### config.mk
export PLATFORM = sky130hd
export DESIGN_NAME = mdr_mem_unit
export DESIGN_NICKNAME = d
export VERILOG_FILES = /design/src/rtl/mdr_mem_unit.sv
export SDC_FILE = /design/constraint.sdc
export NUM_CORES = 1
export LEC_CHECK = 0
export ABC_CLOCK_PERIOD_IN_PS = 2100
export CAP_MARGIN = 20
export CORE_UTILIZATION = 43
export CTS_BUF_LIST = sky130_fd_sc_hd__clkbuf_8
export DETAILED_ROUTE_END_ITERATION = 10
export MAX_ROUTING_LAYER = met4
export PLACE_DENSITY = 0.84
export SYNTH_ARGS = -nofsm -noshare
export SYNTH_HDL_FRONTEND = slang
export SYNTH_SLANG_ARGS = --single-unit
### constraint.sdc
create_clock -name clock -period 2.1 [get_ports clock]
set_input_delay 0.42 -clock clock [delete_from_list [all_inputs] [get_ports clock]]
set_output_delay 0.42 -clock clock [all_outputs]
set_load 0.1 [all_outputs]
### src/rtl/mdr_mem_unit.sv
// mdr_mem_unit: memory data register with handshaked, timeout-protected memory read/write.
// Define MDR_PARITY_EN to add even-parity checking of read data (mem_rparity / parity_err).
module mdr_mem_unit #(
    parameter int DATA_WIDTH = 32,
    parameter int ADDR_WIDTH = 9,
    parameter int TIMEOUT    = 16
) (
    input  logic                  clock,
    input  logic                  clear_n,
    input  logic                  MDRin,
    input  logic [DATA_WIDTH-1:0] BusMuxOut,
    input  logic [ADDR_WIDTH-1:0] MAR_addr,
    input  logic                  rd_start,
    input  logic                  wr_start,
    input  logic [DATA_WIDTH-1:0] mem_rdata,
    input  logic                  mem_ack,
`ifdef MDR_PARITY_EN
    input  logic                  mem_rparity,
    output logic                  parity_err,
`endif
    output logic                  mem_req,
    output logic                  mem_we,
    output logic [ADDR_WIDTH-1:0] mem_addr,
    output logic [DATA_WIDTH-1:0] mem_wdata,
    output logic                  busy,
    output logic                  done,
    output logic                  timeout_err,
    output logic [DATA_WIDTH-1:0] BusMuxIn_MDR
);
    localparam int CW = $clog2(TIMEOUT);
    localparam logic [CW-1:0] LAST = CW'(TIMEOUT - 1);
    typedef enum logic [1:0] {IDLE, READ_WAIT, WRITE_WAIT} state_t;
    state_t state;
    logic [CW-1:0] cnt;
    always_ff @(posedge clock) begin
        if (!clear_n) begin
            state        <= IDLE;
            cnt          <= '0;
            mem_req      <= 1'b0;
            mem_we       <= 1'b0;
            mem_addr     <= '0;
            mem_wdata    <= '0;
            busy         <= 1'b0;
            done         <= 1'b0;
            timeout_err  <= 1'b0;
            BusMuxIn_MDR <= '0;
`ifdef MDR_PARITY_EN
            parity_err   <= 1'b0;
`endif
        end else begin
            done <= 1'b0;
            case (state)
                IDLE: begin
                    if (rd_start || wr_start) begin
                        mem_addr    <= MAR_addr;
                        mem_req     <= 1'b1;
                        mem_we      <= !rd_start;
                        busy        <= 1'b1;
                        timeout_err <= 1'b0;
                        cnt         <= '0;
                        state       <= rd_start ? READ_WAIT : WRITE_WAIT;
                        if (!rd_start) mem_wdata <= BusMuxIn_MDR;
`ifdef MDR_PARITY_EN
                        parity_err  <= 1'b0;
`endif
                    end else if (MDRin) begin
                        BusMuxIn_MDR <= BusMuxOut;
                    end
                end
                READ_WAIT, WRITE_WAIT: begin
                    // an ack on the timeout edge still completes the transfer normally
                    if (mem_ack) begin
                        mem_req <= 1'b0;
                        mem_we  <= 1'b0;
                        busy    <= 1'b0;
                        done    <= 1'b1;
                        state   <= IDLE;
                        if (state == READ_WAIT) begin
                            BusMuxIn_MDR <= mem_rdata;
`ifdef MDR_PARITY_EN
                            parity_err   <= (^mem_rdata) != mem_rparity;
`endif
                        end
                    end else if (cnt == LAST) begin
                        mem_req     <= 1'b0;
                        busy        <= 1'b0;
                        done        <= 1'b1;
                        timeout_err <= 1'b1;
                        state       <= IDLE;
                    end else begin
                        cnt <= cnt + 1'b1;
                    end
                end
                default: state <= IDLE;
            endcase
        end
    end
endmodule

==> summary.txt <==
Worst setup path
  – Worst setup path category: reg -> reg
  – Critical Path End Type: flip-flop
  – Delay-heaviest family, CP: simple AND/OR/NAND/NOR gates
  – WP data arrival: between 2000 and 2500 ps
  – Worst-path maximum fanout: 32
  – Worst reg2reg startpoint: state[0]$_SDFFE_PN0P_
  – Buf/Inv on CP: 3
  – Setup crit start kind: flip-flop
  – CP startpoint: state[0]$_SDFFE_PN0P_
  – Slowest stage delay, CP: ~330 ps
  – Required @ worst endpoint: 2350 ps
  – Worst path cell trace: inv_1 -> ha_2 -> nor2b_1 -> nor4b_4 -> buf_4 -> buf_12 -> nor2_1 -> a211oi_2
  – CP max stage cell: ha_2

Clock network
  – Clock buffer count from CTS: 9
  – Worst-skew pair later-pin latency: between 300 and 400 ps
  – CTS Buffer Depth: 2
  – CTS clk-pin slew, worst paths: roughly 80 ps
  – H-Tree Depth: 3
  – CTS tree: done
  – Hold buffer count at CTS: 0
  – Clock sinks: 83
  – CTS Root Buffer Type: clkbuf_8

Layout
  – FF/Latch Area: 1660 um2
  – Final Non-Filler Cells: 651
  – Most frequent cells in the layout: buf_4 (89), nand2_1 (86), dfxtp_1 (82), clkdlybuf4s50_1 (78), a21oi_1 (47)
  – Fin nets: around 630
  – Layout cells sized above 1: a little over a quarter
  – Area Overhead vs Synth: 47.9%
  – Design Area, Final: 5240 um2
  – Multi-input logic area: 1730 um2
  – Commonest non-fill, non-tap cell in the layout: buf_4
  – Core Util, Final: between 60% and 70%
  – Ant diodes: 0
  – Number of fill cells: roughly 670

Power and ir drop
  – Pwr Total: approximately 5.5 mW
  – VDD IR max: around 700 uV
  – Leakage: 2.07 nW
  – PD cells: about 1000 nW/um2

Placed design
  – Cells after DPL: about 630
  – DP Area: slightly above 5000 um2
  – PortBufs: around 160
  – Placer Congestion: just over 0.8
  – Detailed placement HPWL: ~7.1 mm

Drt
  – Router iterations before antenna repair: 4
  – Avg Vias per Cell: between 5 and 6
  – First DRT Iteration DRCs: between 100 and 150
  – WL/cell: between 10 and 15 um
  – Post-route ant nets: 0
  – Routed WL: between 9 and 10 mm
  – Vias: about 3300
  – DRC: 0

Die
  – Die area: 8610 um2
  – Horiz. Die Dim: approximately 93 um
  – Die height: between 90 and 100 um
  – IO Pins: approximately 160
  – Starting density of the core: 45.2%
  – Core area: about 7800 um2
  – Rows: 32

Timing
  – Rel. slew slack: 64.8%
  – RSZ-0062 raised after global routing: false
  – Setup Viol. Count Final: 0
  – Worst-Margin Slew: 528 ps
  – WHS: 457 ps
  – Final Hold Fails: 0
  – Fin Clk Skew: ~15 ps
  – Period minus WS final: about 2000 ps
  – Max Fclk: ~0.5 GHz
  – Final period util: between 90 and 100%
  – Final Slew Violations: 0

Logic synthesis
  – Mapped Nets: about 480
  – Cells after Synth: around 400
  – Synthesized area: about 3500 um2
  – Netlist cell types: 31
  – Yosys warnings: 0
  – Syn Area/Cell: about 9 um2
  – Seq/Total Area, Yosys: approximately 47%
  – Synthesis-stage register bit count: 83

GRT
  – Gr ovfl total: 0
  – Initial antenna violation count: 0
  – First-pass GRT wire length: 15.4 mm
  – Global Route Usage Sum: about 23%
  – Largest net degree at the start of global routing: 44
  – Number of global-route vias before repair: ~3200

Status
  – Status: finished clean

Hold path
  – Hold Crit Class: reg -> reg
  – Hold Crit Start: mem_wdata[12]$_SDFFE_PN0P_

Run
  – MaxCap Viol Count: 0
[layer usage]
layer,wire length [um],track usage [%],up-vias
met4,204,7.95,0
met2,4640,38.7,122
met3,761,4.76,18
met1,3970,27.9,1549
li1,-,-,1650
met5,0,-,-
[stage by stage]
step | setup WS (ps) | TNS, ps
finish | 131 | 0
global route | 10.0 | 0
CTS | 57.4 | 0
detailed placement | -126 | -291
global placement | -1.09 | -1.09
floorplan | 289 | 0
[worst paths after layout]
check / to / slack (ps) / depth (start not counted)
worst max register to register: BusMuxIn_MDR[16]$_SDFFE_PN0P_ / 130 / 8
worst min-delay path: mem_wdata[12]$_SDFFE_PN0P_ / 460 / 2
worst min register to register: mem_wdata[12]$_SDFFE_PN0P_ / 460 / 2
worst max-delay path: BusMuxIn_MDR[16]$_SDFFE_PN0P_ / 130 / 8
[synthesized netlist by cell type]
cell,count,area [um2]
a31oi_1,1,6.26
a211oi_1,9,67.6
buf_6,3,33.8
nand3_1,4,20.0
o21ai_1,1,5.00
a211oi_2,29,363
nand4_1,1,6.26
nand2_1,86,323
mux2i_1,34,340
buf_1,2,7.51
o21a_1,1,7.51
nor2b_1,2,12.5
ha_1,5,62.6
nor2_1,38,143
buf_4,6,45.0
and3_1,1,6.26
buf_2,3,15.0
nor3b_2,1,12.5
nor3_1,1,5.00
nand2b_1,3,18.8
a41o_1,1,10.0
inv_2,1,3.75
or4_1,1,7.51
a21oi_1,47,235
nor4b_2,1,15.0
or2_2,1,6.26
clkbuf_1,16,60.1
o21ai_0,5,25.0
a41oi_1,1,8.76
inv_1,3,11.3
dfxtp_1,83,1660
[repair_timing]
item | 4_1_cts | 5_1_grt
buffers inserted | 0 | 1
endpoints found under the hold margin | 0 | 0
gates resized for setup | 0 | 3
endpoints found under the setup margin | 0 | 3
[area by class of cell]
cell class	instances	share of cell area (%)
multi-input combinational	274	32.9
timing repair buffer	172	29.4
clock inverter	6	0.644
clock buffer	10	2.63
sequential	83	31.7
inverter	4	0.286
tap	102	2.43
[state kept, by name (all words and copies together) (netlist names)]
register      cells
done              1
state             2
mem_we            1
busy              1
mem_wdata        32
cnt               4
mem_addr          9
timeout_err       1
BusMuxIn_MDR     32
[power breakdown]
group	internal, mW	total, mW	switching (mW)
registers	1.75	1.88	0.128
logic	0.716	2.59	1.87
clock network	0.452	0.995	0.543
[worst min-delay path, cell delays in order, from the launching register on]
cell and delay (ps):
dfxtp_1 310, nand2_1 50, a21oi_1 50
[cell families (layout without fill, tap and decap cells)]
| family | count (synthesis) | in the layout | share of synthesized area (%) |
|---|---|---|---|
| multiplexers | 34 | 34 | 9.60 |
| buffers and inverters | 34 | 192 | 4.98 |
| AND/OR/NAND/NOR | 140 | 140 | 16.2 |
| flip-flops | 83 | 83 | 46.9 |
| adder cells (fa/ha/maj) | 5 | 5 | 1.76 |
| AO/OA/AOI/OAI | 95 | 95 | 20.5 |
No activity file was read; power rests on OpenSTA's default activity.
